`config.mk`:
```
export PLATFORM = sky130hd
export DESIGN_NAME = uart_rx
export DESIGN_NICKNAME = d
export VERILOG_FILES = /design/src/rtl/uart_pkg.sv /design/src/rtl/uart_rx_sync.sv /design/src/rtl/uart_rx.sv
export SDC_FILE = /design/constraint.sdc
export NUM_CORES = 1
export LEC_CHECK = 0
export BUFFER_PORTS_ARGS = -buffer_cell sky130_fd_sc_hd__clkbuf_2
export CAP_MARGIN = 5
export CORE_ASPECT_RATIO = 1.25
export CORE_MARGIN = 5
export CORE_UTILIZATION = 64
export DETAILED_ROUTE_END_ITERATION = 10
export PLACE_DENSITY = 0.86
export SETUP_SLACK_MARGIN = 0.4
export SLEW_MARGIN = 0
export SYNTH_ARGS = -nofsm -noshare
export SYNTH_HDL_FRONTEND = slang
export SYNTH_SLANG_ARGS = --single-unit
```
`constraint.sdc`:
```
create_clock -name i_clk -period 7.3 [get_ports i_clk]
set_clock_uncertainty 0.2 [all_clocks]
set_input_delay 0.365 -clock i_clk [delete_from_list [all_inputs] [get_ports i_clk]]
set_output_delay 0.365 -clock i_clk [all_outputs]
set_load 0.05 [all_outputs]
```
`src/rtl/uart_pkg.sv`:
```
// uart_pkg: types and constants shared by the UART receiver and transmitter.
//   uart_rx_state_e : receiver FSM state encoding
//   MIN_SCALER      : smallest supported cycles-per-bit value
package uart_pkg;

  typedef enum logic [2:0] {
    ST_IDLE,
    ST_START,
    ST_DATA,
    ST_PARITY,
    ST_STOP,
    ST_WAIT_HI
  } uart_rx_state_e;

  localparam logic [15:0] MIN_SCALER = 16'd4;

endpackage

```
`src/rtl/uart_rx_sync.sv`:
```
// uart_rx_sync: multi-flop synchroniser for the asynchronous serial line.
//   i_clk, i_rst : clock, async active-high reset (flops reset to 1 = line idle)
//   i_d          : asynchronous input
//   o_q          : synchronised output, SyncStages cycles late
module uart_rx_sync #(
  parameter int unsigned SyncStages = 2
) (
  input  logic i_clk,
  input  logic i_rst,
  input  logic i_d,
  output logic o_q
);

  logic [SyncStages-1:0] stages;

  always_ff @(posedge i_clk or posedge i_rst) begin
    if (i_rst) stages <= '1;
    else       stages <= {stages[SyncStages-2:0], i_d};
  end

  assign o_q = stages[SyncStages-1];

endmodule

```
`src/rtl/uart_rx.sv`:
```
// uart_rx: asynchronous serial receiver, 8N1-style frames -> parallel word
// with a valid/ready output handshake.
//   i_clk, i_rst   : clock, async active-high reset
//   i_scaler       : clock cycles per bit (>= 4, stable while o_busy)
//   i_rx           : serial line, idle high
//   i_parity_odd   : parity sense (1 = odd) when parity is built in
//   o_data/o_valid : received word and its valid flag; i_ready consumes
//   o_busy         : receiver not idle
//   o_frame_err    : 1-cycle pulse, stop bit sampled low
//   o_parity_err   : 1-cycle pulse, parity mismatch (always 0 without parity)
//   o_overrun      : 1-cycle pulse, completed word dropped (o_valid still held)
// Build option: define UART_RX_PARITY_EN to receive a parity bit after the data.
module uart_rx
  import uart_pkg::*;
#(
  parameter int unsigned DataBits   = 8,
  parameter int unsigned SyncStages = 2
) (
  input  logic                i_clk,
  input  logic                i_rst,
  input  logic [15:0]         i_scaler,
  input  logic                i_rx,
  input  logic                i_parity_odd,
  output logic [DataBits-1:0] o_data,
  output logic                o_valid,
  input  logic                i_ready,
  output logic                o_busy,
  output logic                o_frame_err,
  output logic                o_parity_err,
  output logic                o_overrun
);

  localparam int unsigned IDX_W = $clog2(DataBits + 1);
  localparam logic [IDX_W-1:0] LAST_IDX = IDX_W'(DataBits - 1);

  uart_rx_state_e      state, state_n;
  logic [15:0]         cnt, cnt_n;
  logic [IDX_W-1:0]    idx, idx_n;
  logic [DataBits-1:0] shreg, shreg_n;
  logic                par_bit, par_n;
  logic                rx_s;
  logic                word_done, ferr, perr, parity_bad;
  logic [15:0]         half;
  logic                wrap;

  uart_rx_sync #(.SyncStages(SyncStages)) u_sync (
    .i_clk (i_clk),
    .i_rst (i_rst),
    .i_d   (i_rx),
    .o_q   (rx_s)
  );

  assign half = {1'b0, i_scaler[15:1]};
  assign wrap = (cnt == i_scaler - 16'd1);

`ifdef UART_RX_PARITY_EN
  assign parity_bad = (par_bit != (^shreg ^ i_parity_odd));
`else
  assign parity_bad = i_parity_odd & 1'b0;
`endif

  always_comb begin
    state_n   = state;
    cnt_n     = cnt;
    idx_n     = idx;
    shreg_n   = shreg;
    par_n     = par_bit;
    word_done = 1'b0;
    ferr      = 1'b0;
    perr      = 1'b0;
    case (state)
      ST_IDLE: begin
        if (!rx_s) begin
          state_n = ST_START;
          cnt_n   = '0;
        end
      end
      ST_START: begin
        // Re-check the line half a bit after the falling edge to reject glitches.
        if (cnt == half - 16'd1) begin
          if (!rx_s) begin
            state_n = ST_DATA;
            cnt_n   = '0;
            idx_n   = '0;
          end else begin
            state_n = ST_IDLE;
          end
        end else begin
          cnt_n = cnt + 16'd1;
        end
      end
      ST_DATA: begin
        if (wrap) begin
          cnt_n   = '0;
          shreg_n = {rx_s, shreg[DataBits-1:1]};
          idx_n   = idx + IDX_W'(1);
          if (idx == LAST_IDX) begin
`ifdef UART_RX_PARITY_EN
            state_n = ST_PARITY;
`else
            state_n = ST_STOP;
`endif
          end
        end else begin
          cnt_n = cnt + 16'd1;
        end
      end
      ST_PARITY: begin
        if (wrap) begin
          cnt_n   = '0;
          par_n   = rx_s;
          state_n = ST_STOP;
        end else begin
          cnt_n = cnt + 16'd1;
        end
      end
      ST_STOP: begin
        if (wrap) begin
          cnt_n     = '0;
          perr      = parity_bad;
          word_done = rx_s & ~parity_bad;
          if (!rx_s) begin
            ferr    = 1'b1;
            state_n = ST_WAIT_HI;
          end else begin
            state_n = ST_IDLE;
          end
        end else begin
          cnt_n = cnt + 16'd1;
        end
      end
      ST_WAIT_HI: begin
        if (rx_s) state_n = ST_IDLE;
      end
      default: state_n = ST_IDLE;
    endcase
  end

  always_ff @(posedge i_clk or posedge i_rst) begin
    if (i_rst) begin
      state        <= ST_IDLE;
      cnt          <= '0;
      idx          <= '0;
      shreg        <= '0;
      par_bit      <= 1'b0;
      o_data       <= '0;
      o_valid      <= 1'b0;
      o_frame_err  <= 1'b0;
      o_parity_err <= 1'b0;
      o_overrun    <= 1'b0;
    end else begin
      state        <= state_n;
      cnt          <= cnt_n;
      idx          <= idx_n;
      shreg        <= shreg_n;
      par_bit      <= par_n;
      o_frame_err  <= ferr;
      o_parity_err <= perr;
      o_overrun    <= word_done & o_valid & ~i_ready;
      // A completing word may replace the held one only if that one is consumed now.
      if (word_done && (!o_valid || i_ready)) begin
        o_data  <= shreg;
        o_valid <= 1'b1;
      end else if (o_valid && i_ready) begin
        o_valid <= 1'b0;
      end
    end
  end

  assign o_busy = (state != ST_IDLE);

endmodule

```
==> summary.md <==
| Metric | Value |
|---|---|
| YS warnings | 0 |
| Startpoint types | input port |
| CTS tree | yes |
| Clock latency on the worst-skew pair | 0.30 ns |
| Setup TNS | 0 ns |
| Overall power | 0.000581 W |
| Total CTS buffers | 5 |
| Layout Nets | roughly 400 |
| CTS Sinks | 44 |
| Logic pwr share | 0.240 |
| Initial DRT Pass Iterations | 4 |
| Post-Syn Instances | roughly 360 |
| Hold/Removal Path Class | input port to flip-flop |
| Post-synth top area share | 0.334 |
| Max_slew headroom | 0.233 |
| Root Buffer | clkbuf_8 |
| Sw frac | 0.332 |
| Synthesized area per cell | about 8.7 sq um |
| Kind of critical path | input port to flip-flop |
| Clock slew at reported path FFs | approximately 0.09 ns |
| DP Wirelength | 5.21 mm |
| Filler Cell Count | approximately 400 |
| Post-CTS sizing | 0 |
| Layout cells sized above 1 | 0.187 |
| Area Overhead vs Synth | 7.64% |
| Vias per Instance | a little over 6 |
| Placed Cells | 430 |
| Crit-path max FO | 9 |
| Final core utilization | 0.710 |
| Fin crit period | 4.09 ns |
| Number of global-route vias before repair | 2538 |
| Synthesized Nets | just under 400 |
| Placeable Area | between 4000 and 5000 sq um |
| Die Y | about 88 microns |
| Req. time, crit path | 7.28 ns |
| Initial Util | 0.660 |
| Internal power | ~0.00039 W |
| NetSw | just under 0.0002 W |
| Slew @ Worst Pin | about 1.1 ns |
| MaxCap Viol Count | 0 |
| I/O Buffers | 31 |
| Post-synthesis sequential area ratio | 0.351 |
| Post-Syn Area | 3140 sq um |
| P per Cell Area | approximately 170 nW/um^2 |
| Congestion Overflow GR | 0 |
| Clock power share | 0.278 |
| WL/cell | approximately 15 microns |
| Element type at the critical path end | flip-flop |
| Sequential power share | 0.482 |
| Num rows | 28 |
| Final WL | between 6 and 7 mm |
| Pin count of the biggest net entering global routing | 45 |
| Number of distinct library cells after synthesis | 57 |
| RSZ-0062 raised after global routing | false |
| Period utilization | 0.560 |
| Top area cells in the synthesized netlist | dfrtp_1 (33%), mux2_2 (6.1%), o21ai_0 (5.6%) |
| Arr. time, crit path | ~4.1 ns |
| Placer Congestion | roughly 0.9 |
| # IOs | 34 |
| Prevailing post-synth register cell | dfrtp_1 |
| DR iter-0 viols | 166 |
| VDD IR max | between 0.1 and 0.15 mV |
| DRT antenna net count | 0 |
| Die Width | around 73 microns |
| #FFs+latches synth | 44 |
| Full die area | between 6000 and 7000 sq um |
| Via count | ~2700 |
| Yosys top cell by area | dfrtp_1 |
| Total track usage | 0.231 |
| Max Fclk | approximately 240 MHz |
| Final setup viols | 0 |
| First-pass GRT wire length | around 12 mm |
| P_leak | between 1 and 1.5 nW |
| Final hold violation count | 0 |
| Final cell count without fillers | 440 |
| Post-synth EDFFs | 0 |
| Status | finished, final reports clean |
| Initial antenna violation count | 0 |
| CTS Buffer Depth | 2 |
| Slew Limit Fails | 0 |
| DRC Markers | 0 |
| H-tree levels | 2 |
| Antenna cells | 0 |
| Async S/R FF share, synth | 1.00 |
==> kinds of logic after synthesis <==
group / Yosys count / share of synthesized area
and+or+nand+nor: 135 / 0.240
AOI/OAI and AO/OA: 71 / 0.136
buffers and inverters: 47 / 0.0665
DFF: 44 / 0.351
xor gates and xnor gates: 37 / 0.112
muxes: 22 / 0.0768
adders and majority gates: 4 / 0.0159
other: 1 / 0.00119
==> layout by cell type (no fill, tap or decap), types with 4 or more instances in the layout <==
cell type  count
dfrtp_1       42
o21ai_0       35
clkbuf_2      31
nor2_1        28
inv_1         22
nand2_1       20
xnor2_1       19
mux2_2        17
xor2_1        16
nand3_1       14
nor3_1        14
a21oi_1        9
nor4_1         9
nand2b_1       6
clkbuf_8       6
or3_1          5
a31oi_1        5
o31ai_1        5
nor2b_1        5
mux2i_1        5
and4_1         4
ha_1           4
==> cell usage after synthesis, types with 6 or more instances <==
| cell type | instances |
|---|---|
| inv_1 | 23 |
| dfrtp_1 | 42 |
| nor4_1 | 9 |
| a21oi_1 | 9 |
| o21ai_0 | 35 |
| clkbuf_1 | 16 |
| nor2_1 | 28 |
| xnor2_1 | 19 |
| nand2_1 | 20 |
| mux2_2 | 17 |
| nand2b_1 | 6 |
| xor2_1 | 16 |
| nand3_1 | 14 |
| nor3_1 | 14 |
==> area by class of cell <==
type                       instances  area [sq um]  share of cell area
clock buffer                       6          82.6              0.0244
clock inverter                     2          15.0             0.00444
inverter                          23          86.3              0.0255
multi-input combinational        270          1830               0.541
sequential                        44          1100               0.326
tap                               60          75.1              0.0222
timing repair buffer              35           190              0.0562
==> worst paths after layout <==
| check | cells past startpoint | startpoint | end | slack, ns |
|---|---|---|---|---|
| hold reg to reg | 0 | u_sync.stages[0] | u_sync.stages[1] | 0.17 |
| max in group asynchronous | 4 | i_rst | u_sync.stages[1] | 6.00 |
| min in group asynchronous | 4 | i_rst | o_data[4] | 0.52 |
| setup / recovery | 11 | i_scaler[1] | shreg[5] | 3.21 |
| hold / removal | 3 | i_ready | o_overrun | 0.15 |
| setup reg to reg | 8 | cnt[3] | o_data[5] | 3.93 |
==> repair_timing <==
action,4_1_cts,5_1_grt
endpoints found under the hold margin,43,0
setup endpoints to repair,0,0
hold buffers,2,0
setup buffers,0,0
==> power by group through the flow <==
stage	Combinational [W]	Clock [W]	Sequential [W]
2_1_floorplan	0.000122	0	0.000265
3_3_place_gp	0.000133	0	0.000284
3_5_place_dp	0.000138	0	0.000285
4_1_cts	0.000140	0.000163	0.000280
5_1_grt	0.000156	0.000176	0.000283
6_report	0.000139	0.000162	0.000280
==> flip-flops by register name, indices dropped and copies added, names as in the netlist <==
name           flops
o_valid            1
o_frame_err        1
o_overrun          1
o_data             8
cnt               16
shreg              8
u_sync.stages      2
state              3
idx                4
==> worst max-delay path, stage by stage <==
cell and delay (ns):
clkbuf_2 0.12, inv_1 0.09, ha_1 0.26, nor4b_1 0.94, nand3_1 0.20, xnor2_1 0.21
or3_1 0.37, nor4_1 0.28, nand4_1 0.21, nor2_1 0.62, mux2_2 0.41
==> metal layers <==
layer	track usage	vias to the layer above	part of all wire
li1	-	1309	-
met1	0.297	1262	0.42
met2	0.392	72	0.52
met3	0.0375	15	0.042
met4	0.0856	0	0.023
met5	0	-	0
==> through the flow <==
stage	setup slack [ns]	hold WS, ns	cell area (sq um)
6_report	3.21	0.150	3380
5_1_grt	2.94	0.176	3380
4_1_cts	3.27	0.147	3380
3_5_place_dp	2.97	0.150	3270
3_3_place_gp	3.07	0.147	3270
2_1_floorplan	3.81	0.145	3140
No activity file was read; power rests on OpenSTA's default activity.
